<file path="src/rtl/control_pkg.sv">
// Shared types for the multi-cycle MIPS controller: FSM states, opcodes and
// the instruction classes produced by the opcode decoder.
package control_pkg;

    typedef enum logic [2:0] {
        ST_FETCH  = 3'd0,
        ST_DECODE = 3'd1,
        ST_EXEC   = 3'd2,
        ST_MEM    = 3'd3,
        ST_WB     = 3'd4
    } state_e;

    localparam logic [5:0] OP_R    = 6'b000000;
    localparam logic [5:0] OP_LW   = 6'b100011;
    localparam logic [5:0] OP_SW   = 6'b101011;
    localparam logic [5:0] OP_BEQ  = 6'b000100;
    localparam logic [5:0] OP_ADDI = 6'b001000;

    typedef enum logic [2:0] {
        CLS_R    = 3'd0,
        CLS_LW   = 3'd1,
        CLS_SW   = 3'd2,
        CLS_BEQ  = 3'd3,
        CLS_ADDI = 3'd4,
        CLS_ILL  = 3'd5
    } cls_e;

endpackage

</file>
<file path="src/rtl/control_multiciclo_decod_opcode.sv">
// decod_opcode: combinational opcode-to-class mapping with illegal detect.
module decod_opcode
    import control_pkg::*;
(
    input  logic [5:0] opcode_i,
    output logic [2:0] cls_o,
    output logic       illegal_o
);

    // Map the latched opcode to its execution class; unknown opcodes are illegal.
    always_comb begin
        cls_o     = CLS_ILL;
        illegal_o = 1'b0;
        case (opcode_i)
            OP_R:    cls_o = CLS_R;
            OP_LW:   cls_o = CLS_LW;
            OP_SW:   cls_o = CLS_SW;
            OP_BEQ:  cls_o = CLS_BEQ;
            OP_ADDI: cls_o = CLS_ADDI;
            default: begin
                cls_o     = CLS_ILL;
                illegal_o = 1'b1;
            end
        endcase
    end

endmodule

</file>
<file path="src/rtl/control_multiciclo.sv">
// Multi-cycle sequencer FETCH/DECODE/EXEC/MEM/WB with retired counter and
// sticky illegal flag. Define CTRL_MEM_WAIT_EN to make MEM wait for mem_ready.
module control_multiciclo
    import control_pkg::*;
#(
    parameter int CNT_W = 32
) (
    input  logic             clk,
    input  logic             rst_n,
    input  logic             instr_valid,
    input  logic [31:0]      instruccion,
    input  logic             mem_ready,
    output logic             instr_ready,
    output logic             ir_we,
    output logic             sel,
    output logic             sel2,
    output logic             reg_we,
    output logic             mem_rd,
    output logic             mem_wr,
    output logic             pc_we,
    output logic             busy,
    output logic             illegal,
    output logic [CNT_W-1:0] retired
);

    state_e           state_q, state_d;
    logic [5:0]       opcode_q;
    logic [2:0]       cls_raw_s;
    cls_e             cls_s;
    logic             ill_s;
    logic             mem_done_s;
    logic             retire_s;
    logic             illegal_q;
    logic [CNT_W-1:0] retired_q;
    logic             instr_ready_q, instr_ready_d;
    logic             busy_q, busy_d;
    logic             sel_q, sel_d;
    logic             sel2_q, sel2_d;
    logic             reg_we_q, reg_we_d;
    logic             mem_rd_q, mem_rd_d;
    logic             mem_wr_q, mem_wr_d;
    logic             unused_s;

    decod_opcode u_decod (
        .opcode_i  (opcode_q),
        .cls_o     (cls_raw_s),
        .illegal_o (ill_s)
    );

    assign cls_s = cls_e'(cls_raw_s);

`ifdef CTRL_MEM_WAIT_EN
    assign mem_done_s = mem_ready;
    assign unused_s   = ^instruccion[25:0];
`else
    assign mem_done_s = 1'b1;
    assign unused_s   = ^{instruccion[25:0], mem_ready};
`endif

    // instr_ready is registered, so nothing is accepted while reset is held.
    assign ir_we = instr_ready_q & instr_valid;

    // Next-state logic plus the step-completion strobes seen by the PC.
    always_comb begin
        state_d  = state_q;
        pc_we    = 1'b0;
        retire_s = 1'b0;
        case (state_q)
            ST_FETCH: begin
                if (ir_we) begin
                    state_d = ST_DECODE;
                end else begin
                    state_d = ST_FETCH;
                end
            end
            ST_DECODE: begin
                if (ill_s) begin
                    state_d = ST_FETCH;
                    pc_we   = 1'b1;
                end else begin
                    state_d = ST_EXEC;
                end
            end
            ST_EXEC: begin
                case (cls_s)
                    CLS_BEQ: begin
                        state_d  = ST_FETCH;
                        pc_we    = 1'b1;
                        retire_s = 1'b1;
                    end
                    CLS_LW, CLS_SW: state_d = ST_MEM;
                    default:        state_d = ST_WB;
                endcase
            end
            ST_MEM: begin
                if (!mem_done_s) begin
                    state_d = ST_MEM;
                end else if (cls_s == CLS_LW) begin
                    state_d = ST_WB;
                end else begin
                    state_d  = ST_FETCH;
                    pc_we    = 1'b1;
                    retire_s = 1'b1;
                end
            end
            ST_WB: begin
                state_d  = ST_FETCH;
                pc_we    = 1'b1;
                retire_s = 1'b1;
            end
            default: state_d = ST_FETCH;
        endcase
    end

    // Moore outputs decoded from the upcoming state so they register in step with it.
    always_comb begin
        instr_ready_d = (state_d == ST_FETCH);
        busy_d        = (state_d != ST_FETCH);
        sel2_d        = (state_d == ST_EXEC) && (cls_s == CLS_BEQ);
        sel_d         = (state_d == ST_WB) && (cls_s == CLS_R);
        reg_we_d      = (state_d == ST_WB);
        mem_rd_d      = (state_d == ST_MEM) && (cls_s == CLS_LW);
        mem_wr_d      = (state_d == ST_MEM) && (cls_s == CLS_SW);
    end

    // State, latched opcode, counter, sticky flag and registered outputs.
    always_ff @(posedge clk) begin
        if (!rst_n) begin
            state_q       <= ST_FETCH;
            opcode_q      <= 6'd0;
            retired_q     <= {CNT_W{1'b0}};
            illegal_q     <= 1'b0;
            instr_ready_q <= 1'b0;
            busy_q        <= 1'b0;
            sel_q         <= 1'b0;
            sel2_q        <= 1'b0;
            reg_we_q      <= 1'b0;
            mem_rd_q      <= 1'b0;
            mem_wr_q      <= 1'b0;
        end else begin
            state_q <= state_d;
            if (ir_we) begin
                opcode_q <= instruccion[31:26];
            end else begin
                opcode_q <= opcode_q;
            end
            if (retire_s) begin
                retired_q <= retired_q + {{(CNT_W-1){1'b0}}, 1'b1};
            end else begin
                retired_q <= retired_q;
            end
            if ((state_q == ST_DECODE) && ill_s) begin
                illegal_q <= 1'b1;
            end else begin
                illegal_q <= illegal_q;
            end
            instr_ready_q <= instr_ready_d;
            busy_q        <= busy_d;
            sel_q         <= sel_d;
            sel2_q        <= sel2_d;
            reg_we_q      <= reg_we_d;
            mem_rd_q      <= mem_rd_d;
            mem_wr_q      <= mem_wr_d;
        end
    end

    assign instr_ready = instr_ready_q;
    assign busy        = busy_q;
    assign sel         = sel_q;
    assign sel2        = sel2_q;
    assign reg_we      = reg_we_q;
    assign mem_rd      = mem_rd_q;
    assign mem_wr      = mem_wr_q;
    assign illegal     = illegal_q;
    assign retired     = retired_q;

endmodule

</file>
<file path="config.mk">
export PLATFORM = sky130hd
export DESIGN_NAME = control_multiciclo
export DESIGN_NICKNAME = d
export VERILOG_FILES = /design/src/rtl/control_pkg.sv /design/src/rtl/control_multiciclo_decod_opcode.sv /design/src/rtl/control_multiciclo.sv
export SDC_FILE = /design/constraint.sdc
export NUM_CORES = 1
export LEC_CHECK = 0
export CAP_MARGIN = 40
export CORE_MARGIN = 1
export CORE_UTILIZATION = 35
export DETAILED_ROUTE_END_ITERATION = 10
export MAX_ROUTING_LAYER = met4
export PLACE_DENSITY = 0.67
export SYNTH_ARGS = -nofsm -noshare
export SYNTH_HDL_FRONTEND = slang
export SYNTH_SLANG_ARGS = --single-unit
</file>
<file path="constraint.sdc">
create_clock -name clk -period 1.8 [get_ports clk]
set_clock_uncertainty 0.05 [all_clocks]
set_input_delay 0.45 -clock clk [delete_from_list [all_inputs] [get_ports clk]]
set_output_delay 0.45 -clock clk [all_outputs]
set_load 0.02 [all_outputs]
</file>
# After elaboration in Yosys (flattened, before gate mapping)
# Cells that the tools add are included.
[totals]
ff_bits = 49
output_inout_bits = 42
in_bits = 36
wordCells = 50
[classes]
reduce_logical = 12
add_sub_neg = 1
n_bitwise = 1
muxes = 11
eq_ne = 14
[ops]
columns = ["operator", "count"]
rows = [
  ["32-bit by 1-bit adder with 32-bit output, second input constant", 1],
  ["3-bit by 2-bit equality test with 1-bit output, second input constant", 6],
  ["3-bit case mux with 5 select lines", 1],
  ["6-bit equality test, second input constant", 2],
  ["3-bit case mux with 4 select lines", 1],
  ["3-bit logical NOT", 3],
  ["3-bit by 1-bit equality test with 1-bit output, second input constant", 2],
  ["3-bit equality test, second input constant", 2],
  ["6-bit by 3-bit equality test with 1-bit output, second input constant", 1],
  ["6-bit by 4-bit equality test with 1-bit output, second input constant", 1],
  ["6-bit logical NOT", 1],
  ["3-bit case mux with 2 select lines", 1],
  ["1-bit logical AND", 5],
  ["5-bit OR reduction", 1],
  ["1-bit 2-to-1 mux", 4],
  ["1-bit case mux with 4 select lines", 1],
  ["3-bit 2-to-1 mux", 1],
  ["1-bit case mux with 3 select lines", 1],
  ["3-bit nonzero test", 1],
  ["2-bit 2-to-1 mux", 1],
  ["2-bit OR reduction", 1],
  ["1-bit bitwise AND", 1],
]

# Longest topological paths before layout
[depth]
word_depth = 8
mapped_depth = 8
ltp_nobuf = 5

# Hierarchy
# A second synthesis with hierarchy kept.
[hier_totals]
cells_unflattened = 275
area_unflattened_um2 = 2311.0
[by_module_without_submodules]
columns = ["mod", "n_inst", "area_per_inst_um2", "cells_each", "seq_area_each_um2"]
rows = [
  ["control_multiciclo", 1, 2224.6, 264, 980.9],
  ["decod_opcode", 1, 86.3, 11, 0.0],
]

# Worst setup path after synthesis
# Ideal clock, no wire load.
[synth_timing]
path_kind = "reg-to-output"
from = "register state_q[0]"
to = "output pc_we"
arrival_ns = 1.560
required_ns = 1.300
path_buffers = 3
path_stages_with_launch = 8
slack_ns = -0.260
cell_sequence = "dfxtp_1 > buf_1 > nor2_1 > nand2_1 > a21boi_1 > buf_2 > buf_2 > nand2b_1"
[synth_between]
elab_chain_len = 2
word_cells_on_any_way = 5
cone_classes = "eq/ne: 4; mux: 1"
[synth_rtl]
columns = ["item", "line", "source"]
rows = [
  ["start: declaration", "control_multiciclo.sv:26", "state_e state_q, state_d;"],
  ["start signal: assignment", "control_multiciclo.sv:141", "state_q <= state_d;"],
  ["3-bit equality test (tied with other cells)", "control_multiciclo.sv:68", "case (state_q)"],
  ["1-bit case mux with 4 select lines (*)", "control_multiciclo.sv:68", ""],
  ["end: declaration", "control_multiciclo.sv:20", "output logic pc_we,"],
]
# Mark *: on every way between the ends. The rest lies on a longest branch, timed or not.

# Worst setup path in the final report
[layout_timing]
from = "register opcode_q[3]"
to = "output pc_we"
[layout_between]
elab_chain_len = 5
word_cells_on_any_way = 13
cone_classes = "eq/ne: 6; mux: 5; reduce/logical: 2"
[layout_rtl]
columns = ["item", "line", "source"]
rows = [
  ["start: declaration", "control_multiciclo.sv:27", "logic [5:0] opcode_q;"],
  ["start signal: assignment", "control_multiciclo.sv:143", "opcode_q <= instruccion[31:26];"],
  ["start signal: assignment", "control_multiciclo.sv:145", "opcode_q <= opcode_q;"],
  ["6-bit by 4-bit equality test with 1-bit output (tied with other cells)", "control_multiciclo_decod_opcode.sv:14", "case (opcode_i)"],
  ["3-bit case mux with 5 select lines", "control_multiciclo_decod_opcode.sv:14", ""],
  ["3-bit by 1-bit equality test with 1-bit output or 3-bit by 2-bit equality test with 1-bit output (tied branches)", "control_multiciclo.sv:98, control_multiciclo.sv:85", ""],
  ["1-bit 2-to-1 mux (on tied branches)", "control_multiciclo.sv:98, control_multiciclo.sv:85", ""],
  ["1-bit case mux with 4 select lines (*)", "control_multiciclo.sv:68", ""],
]
# Marked as above.

==> summary.md <==
| Metric | Value |
|---|---|
| Mean Syn Cell Area | 8.51 um2 |
| Post-synthesis instance area | 0.00227 mm2 |
| Final wirelength | 6410 um |
| FF-to-FF setup slack | -0.20 ns |
| RSZ-0062 raised after global routing | true |
| Sw Share | 24.1% |
| Seq pwr share | 55.8% |
| Setup crit start kind | register |
| Buffers and inverters on the worst path | 1 |
| GRT Total Usage | 20.2% |
| Comb pwr share | 10.0% |
| CTS tree | yes |
| Routability cong. | 0.843 |
| Vias | 2484 |
| Max Cap Violations | 0 |
| Register area share after synthesis | 43.1% |
| First-iteration detailed-routing DRC count | 99 |
| Failing checks | negative setup slack |
| Clk pwr share | 34.2% |
| Post-DP HPWL | 4250 um |
| Number of enable flip-flop cells after synthesis | 0 |
| Clock-pin slew on the worst setup and hold paths | 0.09 ns |
| Largest family of logic cells by synthesized area | simple AND/OR/NAND/NOR gates |
| HP Class | reg2reg |
| Fin. max-slew vios | 0 |
| Routed Antenna Nets | 0 |
| Number of setup violations in the final report | 26 |
| Synth Area in Compound Gates | 21.0% |
| Synth area leader | dfxtp_1 |
| Worst path slowest cell | a2111o_1 |
| Cell Rows | 28 |
| Crit path largest cell delay | 0.44 ns |
| Die height | 82.6 um |
| Post-synth top flop | dfxtp_1 |
| Dominant cells by area after synthesis | dfxtp_1 (43%), a21oi_1 (7.7%), o31ai_1 (5.6%) |
| Chip Width | 82.6 um |
| Fraction of layout cells with a size suffix above 1 | 36.5% |
| Kind of critical path | reg2out |
| Largest fanout on the critical path | 3 |
| Relative slew margins | 69.3% |
| H-tree levels | 2 |
| I/O pins | 78 |
| Post-CTS Hold Buffers | 0 |
| Routed wire per std cell | 14.3 um |
| 1st-pass router iterations | 4 |
| Synthesis-to-finish area growth | 60.7% |
| Synth warn | 0 |
| Status | complete, but fails checks |
| Initial Utilization | 37.3% |
| Diodes inserted | 0 |
| Fin crit share | 113% |
| Synth cell types | 45 |
| Cell Pwr Density | 539 mW/mm2 |
| TNS Setup | -2.84 ns |
| Clock Root Buffer | clkbuf_8 |
| Buffers on Ports | 50 |
| Mux contribution to synthesized area | 0.881% |
| Final setup margin | -0.241 ns |
| PnR Total Power | 1.97 mW |
| Largest net degree at the start of global routing | 38 |
| First-pass GRT wire length | 10200 um |
| DR vias/cell | 5.54 |
| Maximum clock path buffer count | 2 |
| Critical Path AT | 1.54 ns |
| Internal power | 1.50 mW |
| Core box area | 0.00610 mm2 |
| CP endpoint kind | primary output |
| Simple-Gate Fraction of Synth Area | 30.3% |
| Net Sw Power | 0.474 mW |
| Synthesized flop and latch total | 49 |
| Synth Area in Adders | 0.550% |
| Dpl cells | 430 |
| Worst path cell trace | a2111o_1, a21oi_2, nor3_1, nand2b_4, buf_6 |
| Actual slew at the worst max-slew pin | 0.461 ns |
| Vias in the first global route | 2243 |
| Critical Path RT | 1.30 ns |
| Hold Violations, Final | 0 |
| Worst VDD drop | 0.000308 V |
| Minimum clock period | 2.04 ns |
| Nets | 409 |
| Place WS | -0.341 ns |
| LEAKAGE | 1.56 nW |
| DR DRC count | 0 |
| CTS Buf Count | 5 |
| Initial antenna violation count | 0 |
| WHS | 0.434 ns |
| Mapped Nets | 304 |
| Post-synth ARST share | 0% |
| Die ar. | 0.00682 mm2 |
| TritonCTS Sinks | 49 |
| Grt total ovfl | 0 |
| Max Fclk | 490 MHz |
| Post-synth top area share | 43.1% |
| Clock latency on the worst-skew pair | 0.30 ns |
| Xor-xnor portion of the synthesized cell area | 0.771% |
| Top delay family on crit path | compound AO/OA/AOI/OAI gates |
| Fin cells | 448 |
| Post-Syn Instances | 267 |
## final cells by class
| class | instances | area (um2) |
|---|---|---|
| Timing Repair Buffer | 110 | 958 |
| Tap cell | 75 | 93.8 |
| Inverter | 6 | 22.5 |
| Fill cell | 550 | 2440 |
| Multi-Input combinational cell | 200 | 1460 |
| Sequential cell | 49 | 1030 |
| Clock buffer | 8 | 90.1 |
## path summary, 6_finish.rpt
| check | start | end | cells past startpoint |
|---|---|---|---|
| worst min register to register | retired[19]$_SDFFE_PN0P_ | retired[19]$_SDFFE_PN0P_ | 2 |
| worst max register to register | opcode_q[2]$_SDFFE_PN0P_ | retired[18]$_SDFFE_PN0P_ | 7 |
| worst min-delay path | retired[19]$_SDFFE_PN0P_ | retired[19]$_SDFFE_PN0P_ | 2 |
| worst max-delay path | opcode_q[3]$_SDFFE_PN0P_ | pc_we | 5 |
## logic make-up after synthesis
kind of cell,after synthesis
flops,49
simple gates,117
buf+inv,19
xor+xnor,2
mux,2
compound gates,77
fa+ha+maj,1
## power groups by stage
stage | Sequential [mW] | Combinational [mW] | Clock [mW]
2_1_floorplan | 1.13 | 0.0751 | 0
3_3_place_gp | 1.12 | 0.170 | 0
3_5_place_dp | 1.12 | 0.171 | 0
4_1_cts | 1.10 | 0.179 | 0.690
5_1_grt | 1.10 | 0.216 | 0.734
6_report | 1.10 | 0.197 | 0.673
## placed cells by master, fill, tap and decap left out, types with 7 or more instances in the layout
cell	count
a21oi_2	12
or3_1	10
o31ai_1	16
a21oi_1	23
dfxtp_1	28
nand2_1	24
dlygate4sd2_1	25
dfxtp_4	10
nand4_1	7
nand3_1	17
or4_4	10
dfxtp_2	11
buf_4	55
clkdlybuf4s50_1	17
nor2_1	10
o21ai_0	11
or4_1	7
## worst min-delay path, stage by stage, from the launching register on
cell	delay, ns
dfxtp_2	0.34
nand2_1	0.05
mux2i_1	0.05
## routing by layer
layer	track usage [%]	wire [um]	up-vias
met5	-	0	-
met4	8.28	123	0
li1	-	-	1232
met1	25.4	2960	1188
met2	32.6	3140	53
met3	2.64	186	11
## through the flow
| step | utilization, % | area (um2) |
|---|---|---|
| 5_1_grt | 59.9 | 3650 |
| 3_5_place_dp | 53.9 | 3280 |
| 6_report | 59.9 | 3650 |
| 3_3_place_gp | 53.9 | 3280 |
| 4_1_cts | 56.4 | 3440 |
| 2_1_floorplan | - | 2350 |
## synthesized netlist by cell type, types with 2 or more instances
cell type and instances:
a21oi_1 35, and3_1 6, and4_1 2, and4b_1 2
buf_1 2, buf_2 4, clkbuf_1 7, dfxtp_1 49
inv_1 5, mux2i_1 2, nand2_1 24, nand2b_1 6
nand3_1 18, nand4_1 7, nor2_1 12, nor3_1 3
nor4_1 2, nor4b_1 2, o21ai_0 12, o31ai_1 17
or3_1 10, or4_1 16, xor2_1 2
## flip-flops by register name, summed over array words and instances, names as in the netlist
register and cells:
retired 32, state_q 3, mem_wr 1, sel2 1, instr_ready 1, busy 1, mem_rd 1, sel 1
opcode_q 6, illegal 1, reg_we 1
## what timing repair did
| action | in CTS | in global routing |
|---|---|---|
| cloned | 1 | 0 |
| setup endpoints to repair | 58 | 40 |
| resized for setup | 49 | 45 |
| pin swaps | 6 | 22 |
| buffers inserted | 5 | 5 |
(Power assumes the default switching activity.)
